$ cat src/rtl/ber_stat_pkg.sv
// Shared definitions for the BER statistics logger.
//   - Default widths and counts used as parameter defaults by the logger and
//     its popcount sub-module.
//   - Result word layout: {err_acc, snr_tag}, error total in the upper
//     ERR_ACC_W bits and the SNR tag in the lower SNR_W bits (bits [31:4] and
//     [3:0] for the default widths).
//   - FSM state encoding for the warm-up / accumulate controller.
package ber_stat_pkg;

  localparam int BER_N             = 204;
  localparam int BER_ERR_ACC_W     = 28;
  localparam int BER_SNR_W         = 4;
  localparam int BER_BLK_CNT_W     = 20;
  localparam int BER_WARMUP_BLOCKS = 4;
  localparam int BER_REPORT_PERIOD = 16;

  typedef enum logic {
    S_WARMUP = 1'b0,
    S_ACCUM  = 1'b1
  } ber_state_e;

endpackage

$ cat src/rtl/errbit_popcount.sv
// Three-stage pipelined popcount of a decoder hard-decision frame.
// The SNR tag and a valid flag travel alongside the count, so a result leaves
// the pipeline three cycles after its frame strobe. A new frame is accepted
// every cycle; there is no backpressure.
// Ports:
//   clk_i   : clock, rising edge
//   rstn_i  : synchronous active-low reset (clears the valid pipeline only)
//   frame_i : hard decision bits, 1 = bit error
//   vld_i   : frame strobe
//   snr_i   : SNR tag sampled with the strobe
//   vld_o   : count valid
//   cnt_o   : number of ones in the frame
//   snr_o   : SNR tag belonging to cnt_o
module errbit_popcount
  import ber_stat_pkg::*;
#(
  parameter int N         = BER_N,
  parameter int SNR_WIDTH = BER_SNR_W,
  parameter int CNT_W     = $clog2(N + 1)
) (
  input  logic                 clk_i,
  input  logic                 rstn_i,
  input  logic [N-1:0]         frame_i,
  input  logic                 vld_i,
  input  logic [SNR_WIDTH-1:0] snr_i,
  output logic                 vld_o,
  output logic [CNT_W-1:0]     cnt_o,
  output logic [SNR_WIDTH-1:0] snr_o
);

  // The frame is padded to a whole number of 64-bit blocks so every stage-2
  // adder sees exactly eight byte groups; padding groups are constant zero.
  localparam int G2   = (N + 63) / 64;
  localparam int G1   = G2 * 8;
  localparam int PADW = G1 * 8;

  logic [PADW-1:0]      frame_pad;
  logic [3:0]           grp_d  [G1];
  logic [3:0]           grp_p0 [G1];
  logic [CNT_W-1:0]     part_d  [G2];
  logic [CNT_W-1:0]     part_p1 [G2];
  logic [CNT_W-1:0]     cnt_d;
  logic [CNT_W-1:0]     cnt_p2;
  logic [SNR_WIDTH-1:0] snr_p0, snr_p1, snr_p2;
  logic                 vld_p0, vld_p1, vld_p2;

  assign frame_pad = PADW'(frame_i);

  always_comb begin
    for (int g = 0; g < G1; g++) begin
      grp_d[g] = '0;
      for (int b = 0; b < 8; b++) begin
        grp_d[g] = grp_d[g] + {3'b000, frame_pad[g*8+b]};
      end
    end
  end

  always_comb begin
    for (int p = 0; p < G2; p++) begin
      part_d[p] = '0;
      for (int j = 0; j < 8; j++) begin
        part_d[p] = part_d[p] + CNT_W'(grp_p0[p*8+j]);
      end
    end
  end

  always_comb begin
    cnt_d = '0;
    for (int p = 0; p < G2; p++) begin
      cnt_d = cnt_d + part_p1[p];
    end
  end

  always_ff @(posedge clk_i) begin
    if (!rstn_i) begin
      vld_p0 <= 1'b0;
      vld_p1 <= 1'b0;
      vld_p2 <= 1'b0;
    end else begin
      vld_p0 <= vld_i;
      vld_p1 <= vld_p0;
      vld_p2 <= vld_p1;
    end
  end

  always_ff @(posedge clk_i) begin
    // stage p0: byte-group sums
    grp_p0  <= grp_d;
    snr_p0  <= snr_i;
    // stage p1: eight-group partial sums
    part_p1 <= part_d;
    snr_p1  <= snr_p0;
    // stage p2: frame total
    cnt_p2  <= cnt_d;
    snr_p2  <= snr_p1;
  end

  assign vld_o = vld_p2;
  assign cnt_o = cnt_p2;
  assign snr_o = snr_p2;

endmodule

$ cat src/rtl/ber_stat_logger.sv
// BER statistics logger behind the LDPC decoder. Each decoded frame (all-zero
// codeword sent) has its bit errors counted; frames after reset or an SNR
// change are discarded as warm-up, the rest are accumulated, and every
// REPORT_PERIOD accumulated frames a {err_acc, snr} word goes to the PS FIFO.
// Ports:
//   sys_clk          : clock, rising edge
//   rstn             : synchronous active-low reset
//   hard_frame       : decoder hard decision, 1 = bit error
//   frame_valid      : one-cycle frame strobe
//   snr_packet       : SNR index sampled with frame_valid
//   result_fifo_full : PS FIFO full, suppresses writes
//   result_fifo_in   : last written {err_acc, snr_tag}
//   result_fifo_we   : one-cycle write strobe
//   blk_cnt          : accumulated frames since last SNR change
//   err_acc          : accumulated bit errors (saturating)
//   report_drop      : sticky, a report was lost while another was pending
module ber_stat_logger
  import ber_stat_pkg::*;
#(
  parameter int N             = BER_N,
  parameter int ERR_ACC_WIDTH = BER_ERR_ACC_W,
  parameter int SNR_WIDTH     = BER_SNR_W,
  parameter int BLK_CNT_WIDTH = BER_BLK_CNT_W,
  parameter int WARMUP_BLOCKS = BER_WARMUP_BLOCKS,
  parameter int REPORT_PERIOD = BER_REPORT_PERIOD
) (
  input  logic                               sys_clk,
  input  logic                               rstn,
  input  logic [N-1:0]                       hard_frame,
  input  logic                               frame_valid,
  input  logic [SNR_WIDTH-1:0]               snr_packet,
  input  logic                               result_fifo_full,
  output logic [ERR_ACC_WIDTH+SNR_WIDTH-1:0] result_fifo_in,
  output logic                               result_fifo_we,
  output logic [BLK_CNT_WIDTH-1:0]           blk_cnt,
  output logic [ERR_ACC_WIDTH-1:0]           err_acc,
  output logic                               report_drop
);

  localparam int CNT_W = $clog2(N + 1);
  localparam int WW    = (WARMUP_BLOCKS < 1) ? 1 : $clog2(WARMUP_BLOCKS + 1);
  localparam int RW    = ERR_ACC_WIDTH + SNR_WIDTH;

  logic                     vld_p2;
  logic [CNT_W-1:0]         cnt_p2;
  logic [SNR_WIDTH-1:0]     snr_p2;

  ber_state_e               state_q, state_d;
  logic [ERR_ACC_WIDTH-1:0] err_q, err_d;
  logic [BLK_CNT_WIDTH-1:0] blk_q, blk_d;
  logic [WW-1:0]            warm_q, warm_d;
  logic [SNR_WIDTH-1:0]     snr_q, snr_d;
  logic                     rpt_vld;
  logic [RW-1:0]            rpt_word;
  logic                     pend_q, pend_d;
  logic [RW-1:0]            pend_word_q, pend_word_d;
  logic                     we_q, we_d;
  logic [RW-1:0]            fifo_q, fifo_d;
  logic                     drop_q, drop_d;

  function automatic logic [ERR_ACC_WIDTH-1:0] sat_add_err(
    input logic [ERR_ACC_WIDTH-1:0] acc,
    input logic [CNT_W-1:0]         inc
  );
    logic [ERR_ACC_WIDTH:0] sum;
    sum = {1'b0, acc} + {{(ERR_ACC_WIDTH + 1 - CNT_W){1'b0}}, inc};
    return sum[ERR_ACC_WIDTH] ? '1 : sum[ERR_ACC_WIDTH-1:0];
  endfunction

  function automatic logic [BLK_CNT_WIDTH-1:0] sat_inc_blk(
    input logic [BLK_CNT_WIDTH-1:0] cnt
  );
    return (cnt == '1) ? cnt : cnt + BLK_CNT_WIDTH'(1);
  endfunction

  errbit_popcount #(
    .N        (N),
    .SNR_WIDTH(SNR_WIDTH),
    .CNT_W    (CNT_W)
  ) u_popcount (
    .clk_i  (sys_clk),
    .rstn_i (rstn),
    .frame_i(hard_frame),
    .vld_i  (frame_valid),
    .snr_i  (snr_packet),
    .vld_o  (vld_p2),
    .cnt_o  (cnt_p2),
    .snr_o  (snr_p2)
  );

  // A result carrying a new SNR tag restarts the statistics and is itself
  // the first warm-up frame.
  always_comb begin
    state_d = state_q;
    err_d   = err_q;
    blk_d   = blk_q;
    warm_d  = warm_q;
    snr_d   = snr_q;
    rpt_vld = 1'b0;
    if (vld_p2) begin
      if (snr_p2 != snr_q) begin
        snr_d   = snr_p2;
        err_d   = '0;
        blk_d   = '0;
        warm_d  = WW'(1);
        state_d = (WARMUP_BLOCKS <= 1) ? S_ACCUM : S_WARMUP;
      end else begin
        unique case (state_q)
          S_WARMUP: begin
            warm_d = warm_q + WW'(1);
            if (warm_d == WW'(WARMUP_BLOCKS)) state_d = S_ACCUM;
          end
          S_ACCUM: begin
            err_d = sat_add_err(err_q, cnt_p2);
            blk_d = sat_inc_blk(blk_q);
            if ((int'(blk_d) % REPORT_PERIOD) == 0) rpt_vld = 1'b1;
          end
          default: state_d = S_WARMUP;
        endcase
      end
    end
    rpt_word = {err_d, snr_q};
  end

  // One pending slot: a pending word always goes out first, and a new report
  // only replaces it in the cycle the pending word is written.
  always_comb begin
    we_d        = 1'b0;
    fifo_d      = fifo_q;
    pend_d      = pend_q;
    pend_word_d = pend_word_q;
    drop_d      = drop_q;
    if (pend_q) begin
      if (!result_fifo_full) begin
        we_d   = 1'b1;
        fifo_d = pend_word_q;
        pend_d = rpt_vld;
        if (rpt_vld) pend_word_d = rpt_word;
      end else if (rpt_vld) begin
        drop_d = 1'b1;
      end
    end else if (rpt_vld) begin
      if (!result_fifo_full) begin
        we_d   = 1'b1;
        fifo_d = rpt_word;
      end else begin
        pend_d      = 1'b1;
        pend_word_d = rpt_word;
      end
    end
  end

  always_ff @(posedge sys_clk) begin
    if (!rstn) begin
      state_q <= S_WARMUP;
      err_q   <= '0;
      blk_q   <= '0;
      warm_q  <= '0;
      snr_q   <= '0;
      pend_q  <= 1'b0;
      we_q    <= 1'b0;
      fifo_q  <= '0;
      drop_q  <= 1'b0;
    end else begin
      state_q <= state_d;
      err_q   <= err_d;
      blk_q   <= blk_d;
      warm_q  <= warm_d;
      snr_q   <= snr_d;
      pend_q  <= pend_d;
      we_q    <= we_d;
      fifo_q  <= fifo_d;
      drop_q  <= drop_d;
    end
  end

  always_ff @(posedge sys_clk) begin
    pend_word_q <= pend_word_d;
  end

  assign result_fifo_in = fifo_q;
  assign result_fifo_we = we_q;
  assign blk_cnt        = blk_q;
  assign err_acc        = err_q;
  assign report_drop    = drop_q;

endmodule

$ cat config.mk
export PLATFORM = sky130hd
export DESIGN_NAME = ber_stat_logger
export DESIGN_NICKNAME = d
export VERILOG_FILES = /design/src/rtl/ber_stat_pkg.sv /design/src/rtl/errbit_popcount.sv /design/src/rtl/ber_stat_logger.sv
export SDC_FILE = /design/constraint.sdc
export NUM_CORES = 1
export LEC_CHECK = 0
export ABC_AREA = 0
export CAP_MARGIN = 20
export CORE_MARGIN = 5
export CORE_UTILIZATION = 50
export CTS_CLUSTER_SIZE = 16
export DETAILED_ROUTE_END_ITERATION = 6
export HOLD_SLACK_MARGIN = 0.06
export PLACE_DENSITY = 0.76
export SLEW_MARGIN = 5
export SYNTH_ARGS = -nofsm -noshare
export SYNTH_HDL_FRONTEND = slang
export SYNTH_SLANG_ARGS = --single-unit
$ cat constraint.sdc
create_clock -name sys_clk -period 10.7 [get_ports sys_clk]
set_input_delay 3.21 -clock sys_clk [delete_from_list [all_inputs] [get_ports sys_clk]]
set_output_delay 3.21 -clock sys_clk [all_outputs]
set_load 0.005 [all_outputs]
After elaboration in Yosys (flattened, before gate mapping). Index checks and enable logic that the tools add are counted.

Memory bits (writable): 0. Bits of input ports: 212. Output and inout port bits: 82. Bits in read-only memories: 0. Memories kept: 0. Word-level logic and storage cells: 304. Register bits after elaboration: 279. Bits in latches: 0.

Div/mod/pow operators: 0. Bitwise operators: 0. Multipliers: 0. Reduce and logical (&&, ||, !) cells: 11. Equal/unequal tests: 7. Shifts and indexed selects: 0. Mux-type cells: 32. Magnitude comparators: 0. $add $sub $neg: 206.

Operator list (count): $add A4 B1 Y4 (152); $mux W32 (9); $add A8 B4 Y8 (18); $mux W28 (4); $mux W20 (3); $add A1 B1 Y2 (26); $logic_not A32 Y1 (1); $add A28 B8 Y29 (1); $add A20 B1 Y20 const B (1); $add A4 B4 Y5 (4); $eq A20 B20 Y1 const B (1); $add A8 B8 Y8 (2); $mux W1 (14); $reduce_and A3 Y1 (4); $add A8 B5 Y8 (1); $mux W3 (2); $ne A2 B2 Y1 const B (3); $reduce_and A2 Y1 (3); $reduce_bool A2 Y1 (3); $ne A4 B4 Y1 (1); $add A3 B1 Y3 const B (1); $eq A3 B3 Y1 const B (1); $ne A2 B1 Y1 const B (1).

Longest topological paths before layout. Gate-level depths: netlist (run 1).

Depth in word-level cells: 10. Depth in mapped cells: 17. Depth with buffers taken out: 17.

Modules after synthesis. Synthesis (run 1) repeated with hierarchy kept, for this count alone.

Cells, all modules: 1625. Area, all modules: 16579.7 um^2.

Modules (own cells, without submodules): errbit_popcount (sequential area each 3042.9 um^2, area an instance 10435.0 um^2, cells each 968, instances 1); ber_stat_logger (sequential area each 2782.7 um^2, area an instance 6144.6 um^2, cells each 657, instances 1).

Worst setup path before layout (run 1). No wires, ideal clock.

Kind: input to register. From: input port result_fifo_full. To: register pend_word_q[0], enable pin. Setup time: 0.432 ns. Cell stages on the path: 3. Arrival time: 5.196 ns. Setup slack: 5.072 ns. Cells stage by stage: clkbuf_1 -> nand2b_1 -> a21oi_1.

Word-level cells in the longest chain between the ends: 2. Elaborated cells between the ends (all ways): 3. Classes of those cells: 1 x eq/ne; 2 x reduce/logical.

Ends and longest elaborated chain: start, declared (line ber_stat_logger.sv:32) `input logic result_fifo_full,`; $ne A2 B2 Y1 (no source line) or $reduce_bool A2 Y1 (tied branches); $reduce_and A3 Y1 (no source line) *; end signal, assigned (line ber_stat_logger.sv:178) `pend_word_q <= pend_word_d;`; end, declared (line ber_stat_logger.sv:56) `logic [RW-1:0] pend_word_q, pend_word_d;`.

Every way passes the cells marked *; elsewhere a longest branch is shown, timed or not. A chain may end at the register's enable or synchronous reset.

==> results of run 1 <==
## layout by cell type (no fill, tap or decap), drive strengths merged, types with 7 or more instances in the layout
master,n
nand2,64
o21ai,42
clkinv,8
a21o,30
fa,172
inv,397
a22oi,7
xor2,17
xnor2,57
clkbuf,42
and4,7
edfxtp,32
nand3,16
nand4,28
dfxtp,246
mux2i,11
nand2b,7
o21bai,8
a21oi,87
and3,16
nor2,57
a31oi,10
a211oi,7
nor3,20
nor2b,32
ha,145
clkdlybuf4s50,293
and2,19
## power by group through the flow
stage | registers [W] | clock network, W | logic, W
final | 0.00147 | 0.00111 | 0.00450
after global routing | 0.00149 | 0.00118 | 0.00541
after CTS | 0.00147 | 0.00114 | 0.00463
after detailed placement | 0.00149 | 0 | 0.00459
after global placement | 0.00149 | 0 | 0.00439
after floorplan | 0.00146 | 0 | 0.00369
## registers in the layout, indices dropped and copies added (netlist names)
register,flops
warm_q,3
state_q,1
u_popcount.snr_o,4
result_fifo_in,32
u_popcount.snr_p0,4
result_fifo_we,1
err_acc,28
u_popcount.vld_o,1
u_popcount.snr_p1,4
report_drop,1
u_popcount.part_p1,29
pend_word_q,32
u_popcount.vld_p0,1
u_popcount.vld_p1,1
u_popcount.grp_p0,103
snr_q,4
u_popcount.cnt_o,8
pend_q,1
blk_cnt,20
## logic make-up (layout without fill, tap and decap cells)
logic type,after synthesis,after routing,share of synthesized area
AO/OA/AOI/OAI,244,244,0.09670
XOR/XNOR,74,74,0.03892
adder cells (fa/ha/maj),317,317,0.3157
buffers and inverters,430,752,0.09857
flip-flops,278,278,0.3534
multiplexers,11,11,0.006612
AND/OR/NAND/NOR,283,283,0.09008
## worst max-delay path, stage by stage
cell and delay, ns:
clkdlybuf4s50_1 0.45, ha_1 0.31, inv_1 0.07, fa_1 0.42, fa_1 0.50, inv_1 0.05, fa_1 0.38, inv_1 0.08
fa_1 0.40, inv_1 0.06
## through the flow
step / util / worst slack (ns) / cell area, um^2 / hold slack [ns] / power [W]
after floorplan: - / 5.072 / 16650 / 0.3096 / 0.005149
after global placement: 0.6127 / 4.754 / 20040 / 0.3139 / 0.005884
after detailed placement: 0.6127 / 4.685 / 20040 / 0.3128 / 0.006082
after CTS: 0.6461 / 5.266 / 21130 / 0.3272 / 0.007247
after global routing: 0.6461 / 5.175 / 21130 / 0.3361 / 0.008082
final: 0.6461 / 5.254 / 21130 / 0.3272 / 0.007080
## how the worst min path moves through the flow
stage / startpoint / to
after floorplan: u_popcount.snr_p1[0] / u_popcount.snr_o[0]
after global placement: u_popcount.snr_p0[1] / u_popcount.snr_p1[1]
after detailed placement: u_popcount.snr_p1[2] / u_popcount.snr_o[2]
after CTS: u_popcount.snr_p1[2] / u_popcount.snr_o[2]
after global routing: u_popcount.snr_p1[0] / u_popcount.snr_o[0]
final: u_popcount.snr_p1[2] / u_popcount.snr_o[2]
## cell type report
class                           count  share of cell area
Multi-Input combinational cell    929              0.4321
Sequential cell                   278              0.2786
Timing Repair Buffer              299              0.1409
Inverter                          397             0.07053
Clock buffer                       42             0.04205
Tap cell                          442             0.02618
Clock inverter                     14            0.009594
## layer usage
| layer | track usage | vias up |
|---|---|---|
| li1 | - | 5819 |
| met1 | 0.2337 | 5675 |
| met2 | 0.3569 | 377 |
| met3 | 0.03582 | 53 |
| met4 | 0.04224 | 0 |
| met5 | 0 | - |
==> impl_metrics.csv, run 1 <==
group,metric,value,unit
power_and_ir_drop,p_leak,9.919,nW
power_and_ir_drop,combPwrFrac,0.636,
synth,yosysSeqAreaShare,0.3534,
finish,multi_input_area,9130,um^2
finish,seqCellArea,5886,um^2
timing,finalMaxSlewViolations,0,
routing,first_pass_iters,5,
setup_path,critical_path_class,"input port to register",
synth,synth.distinct_cells,73,
setup_path,crit_path_end_kind,"register",
timing,relSlewSlack,0.3413,
timing,min_period_over_period,0.5090,
setup_path,crit_required,11.18,ns
global_route,grt_overflow,0,
global_route,grt_pass1_vias,12607,
clock_network,numCtsBuffers,30,
setup_path,r2r_cells,15,
setup_path,critical_path_arrival,5.93,ns
routing,top_layer,"met4",
finish,stdcell_count,2401,
synth,syn_avg_cell_area,10.17,um^2
timing,period_needed,5.446,ns
synth,synth_largest_area_cell,"dfxtp_1",
power_and_ir_drop,powerDensity,335.1,nW/um^2
power_and_ir_drop,peakVddDrop,0.4249,mV
synth,ys.flop_type,"dfxtp_1",
clock_network,clock-root-buffer,"clkbuf_16",
setup_path,r2r_start,"u_popcount.grp_p0[56]",
finish,n_fill_cell,2654,
synth,syn_area,16650,um^2
clock_network,post_cts_buffers,0,
synth,synth_top_cells_by_area,"dfxtp_1 30%, fa_1 21%, ha_1 11%",
synth,synth_edf_count,32,
routing,ant_nets,0,
flow_run,cap_violations,0,
clock_network,clock_latency,0.55,ns
clock_network,htreeDepth,1,
clock_network,cts_hold_buf,0,
synth,synth_top_area_frac,0.2957,
floorplan,die_area,37060,um^2
routing,routedWlPerCell,14.89,um
clock_network,cts_resized,0,
synth,synth_commonest_cells,"396 x inv_1, 246 x dfxtp_1, 172 x fa_1",
finish,diodes,0,
setup_path,r2r_slack,6.08,ns
worst_hold_path,holdPathStages,0,
clock_network,clk_pin_slew,0.06,ns
floorplan,fp.dieW,192.5,um
floorplan,start_util,0.5093,
power_and_ir_drop,seq_power_share,0.207,
timing,rsz0062_at_grt,"false",
placement,dp_cells,2345,
finish,syn_to_final_growth,26.87,%
routing,wl_met3,2533,um
floorplan,ios,294,
timing,fmax,183.6,MHz
synth,ys_async_sr_fraction,0,
routing,first_iter_violations,412,
finish,drive_gt1_frac,0.03777,
global_route,grt_util_all_layers,0.1929,
global_route,grt_max_degree,50,
timing,hold_viol,0,
floorplan,coreArea,32700,um^2
routing,wl_met2,18290,um
synth,ys_warn_count,0,
timing,worst_slew_pin_slew,0.9844,ns
synth,syn-instance-count,1637,
routing,routed-via-count,11924,
power_and_ir_drop,switching_share,0.4015,
status,status,"finished, final reports clean",
timing,fin_skew,0.02174,ns
setup_path,startpoint_type,"input port",
routing,viasPerCell,4.966,
worst_hold_path,holdCritPathClass,"register to register",
synth,post-synth-top-count-cell,"inv_1",
placement,gp_congestion,0.8897,
timing,fin_tns_setup,0,ns
power_and_ir_drop,internal_power,0.004237,W
clock_network,clock_path_buffers,3,
setup_path,cp-endpoint,"u_popcount.grp_p0[53]",
routing,drt-total-wl,35740,um
setup_path,crit_fanout,2,
setup_path,cp-startpoint,"hard_frame[144]",
synth,ys_ff_latch,278,
floorplan,dieHeight,192.5,um
clock_network,cts_tree,"yes",
placement,hpwl,29220,um
routing,drc,0,
placement,numPortBuffers,293,
power_and_ir_drop,netSwitchingPower,0.002843,W
floorplan,core.rowCount,66,
routing,wl_met1,14210,um
timing,final-setup-viol-count,0,
finish,fin_nets,2464,
global_route,grt_pass1_wl,58980,um
power_and_ir_drop,clock_power_share,0.157,
global_route,antenna_found_initial,0,
setup_path,reg2reg_to,"u_popcount.part_p1[14]",
synth,synth_nets,2166,
clock_network,clock_sink_count,278,
(Power assumes the default switching activity.)
==> run 2: changes to the inputs <==
--- a/config.mk
+++ b/config.mk
@@ -8,11 +8,11 @@
 export ABC_AREA = 0
 export CAP_MARGIN = 20
 export CORE_MARGIN = 5
-export CORE_UTILIZATION = 50
+export CORE_UTILIZATION = 49
 export CTS_CLUSTER_SIZE = 16
 export DETAILED_ROUTE_END_ITERATION = 6
 export HOLD_SLACK_MARGIN = 0.06
-export PLACE_DENSITY = 0.76
+export PLACE_DENSITY = 0.78
 export SLEW_MARGIN = 5
 export SYNTH_ARGS = -nofsm -noshare
 export SYNTH_HDL_FRONTEND = slang
==> constraint.sdc (replaced) <==
create_clock -name sys_clk -period 4.9 [get_ports sys_clk]
set_input_delay 1.47 -clock sys_clk [delete_from_list [all_inputs] [get_ports sys_clk]]
set_output_delay 1.47 -clock sys_clk [all_outputs]
set_load 0.005 [all_outputs]
==> run 2 against run 1 <==
Power up 120%. Non-clock buffer count up 2. Setup slack worse by 5.0 ns. Critical endpoint is now u_popcount.part_p1[14].
==> impl_metrics.csv, run 2 (same netlist as run 1, synthesis figures left out) <==
group,metric,value,unit
status,status,"finished, final reports clean",
timing,worst_slack,0.2971,ns
setup_path,path_delay_family,"adder cells",
setup_path,r2r_start,"u_popcount.grp_p0[56]",
finish,n_fill_cell,2735,
timing,finalMaxSlewViolations,0,
routing,routedWlPerCell,15.17,um
setup_path,crit_required,5.35,ns
routing,drc,0,
finish,regMostFlops,"u_popcount.grp_p0",
placement,numPortBuffers,293,
timing,min_period_over_period,0.9394,
timing,relSlewSlack,0.3943,
worst_hold_path,holdCritPathClass,"register to register",
setup_path,crit_path_end_kind,"register",
global_route,grt_util_all_layers,0.1919,
clock_network,clock_latency,0.54,ns
setup_path,crit_fanout,2,
clock_network,cts_hold_buf,0,
finish,diodes,0,
routing,viasPerCell,4.978,
placement,hpwl,29870,um
timing,hold_viol,0,
finish,syn_to_final_growth,26.29,%
setup_path,r2r_cells,15,
finish,final_common_cell,"inv_1",
floorplan,start_util,0.4966,
setup_path,r2r_slack,0.30,ns
power_and_ir_drop,p_leak,9.878,nW
clock_network,clock-root-buffer,"clkbuf_16",
setup_path,cp.depth,15,
setup_path,critical_path_class,"register to register",
setup_path,critical_path.most_common_cell,"fa_1",
timing,worst_slew_pin_slew,0.9085,ns
global_route,antenna_found_initial,1,
clock_network,clk_pin_slew,0.06,ns
global_route,grt_max_degree,38,
clock_network,cts_resized,0,
floorplan,die_area,37770,um^2
routing,first_pass_iters,5,
timing,fin_skew,0.02254,ns
clock_network,numCtsBuffers,29,
timing,final-setup-viol-count,0,
routing,first_iter_violations,434,
routing,drt-total-wl,36470,um
setup_path,crit_slowest_cell,"fa_1",
timing,period_needed,4.603,ns
finish,fin_nets,2465,
clock_network,clock_path_buffers,3,
setup_path,cp_num_buf_inv,2,
setup_path,critical_path_arrival,5.06,ns
placement,pre_cts_ws,0.3037,ns
timing,fmax,217.3,MHz
floorplan,dieHeight,194.4,um
global_route,grt_pass1_wl,61160,um
setup_path,reg2reg_to,"u_popcount.part_p1[14]",
clock_network,htreeDepth,1,
clock_network,clock_sink_count,278,
setup_path,cp-endpoint,"u_popcount.part_p1[14]",
setup_path,startpoint_type,"register",
setup_path,cp-startpoint,"u_popcount.grp_p0[56]",
flow_run,cap_violations,0,
routing,ant_nets,0,
setup_path,crit_path_cell_trace,"ha_1 -> fa_1 -> xor2_1 -> fa_1 -> inv_1 -> fa_1 -> fa_1 -> fa_1 -> inv_1 -> ha_1 -> a21o_1 -> a21oi_1 -> o21bai_1 -> a21oi_1 -> xnor2_1",
worst_hold_path,hold_path.startpoint,"u_popcount.snr_p1[3]",
placement,gp_congestion,0.8885,
finish,largest_reg_flops,103,
floorplan,fp.dieW,194.4,um
floorplan,core.rowCount,67,
finish,drive_gt1_frac,0.03935,
routing,routed-via-count,11971,
global_route,grt_overflow,0,
power_and_ir_drop,powerDensity,727.3,nW/um^2
floorplan,ios,294,
floorplan,coreArea,33530,um^2
timing,rsz0062_at_grt,"false",
timing,fin_tns_setup,0,ns
finish,final_cell_mix,"396 x inv_1, 293 x clkdlybuf4s50_1, 246 x dfxtp_1",
global_route,grt_pass1_vias,12920,
finish,fin_util,0.6272,
setup_path,slowest_delay,0.61,ns
power_and_ir_drop,peakVddDrop,1.001,mV
clock_network,post_cts_buffers,0,
clock_network,cts_tree,"yes",
==> run 2: final cells by class <==
cell class                 count  area (um^2)  share of cell area
clock buffer                  37        837.1             0.03980
timing repair buffer         301         2993              0.1423
clock inverter                15        135.1            0.006425
sequential                   278         5886              0.2799
tap                          448        560.5             0.02665
inverter                     397         1490             0.07086
multi-input combinational    929         9130              0.4341
==> run 2: metrics by stage <==
stage | instance area (um^2) | hold WS (ns) | std cells | total power [W]
2_1_floorplan | 16650 | 0.3096 | 1637 | 0.01124
5_1_grt | 21030 | 0.3399 | 2405 | 0.01745
3_3_place_gp | 20060 | 0.3144 | 2353 | 0.01291
3_5_place_dp | 20060 | 0.3121 | 2353 | 0.01337
4_1_cts | 21030 | 0.3262 | 2405 | 0.01565
6_report | 21030 | 0.3244 | 2405 | 0.01530
==> run 2: where the power goes <==
part           internal [W]  leakage (nW)  total (W)  switching (W)
logic               0.00478          7.02    0.00989        0.00511
clock network       0.00131         0.486    0.00219       0.000888
registers           0.00298          2.37    0.00321       0.000227
total               0.00907          9.88     0.0153        0.00623
==> run 2: worst min path at each step <==
stage	endpoint	slack (ns)	cells after the start
after floorplan	u_popcount.snr_o[0]	0.31	0
after global placement	u_popcount.snr_p1[0]	0.31	0
after detailed placement	u_popcount.snr_o[2]	0.31	0
after CTS	u_popcount.snr_o[2]	0.33	0
after global routing	u_popcount.snr_o[1]	0.34	0
final	u_popcount.snr_o[3]	0.32	0
==> run 2: layer usage <==
metal / share of wire / global-route usage / vias to the layer above
met5: 0.00030 / 0 / -
met4: 0.021 / 0.04219 / 2
met3: 0.070 / 0.03532 / 56
met2: 0.51 / 0.3542 / 391
met1: 0.40 / 0.2343 / 5706
li1: - / - / 5816
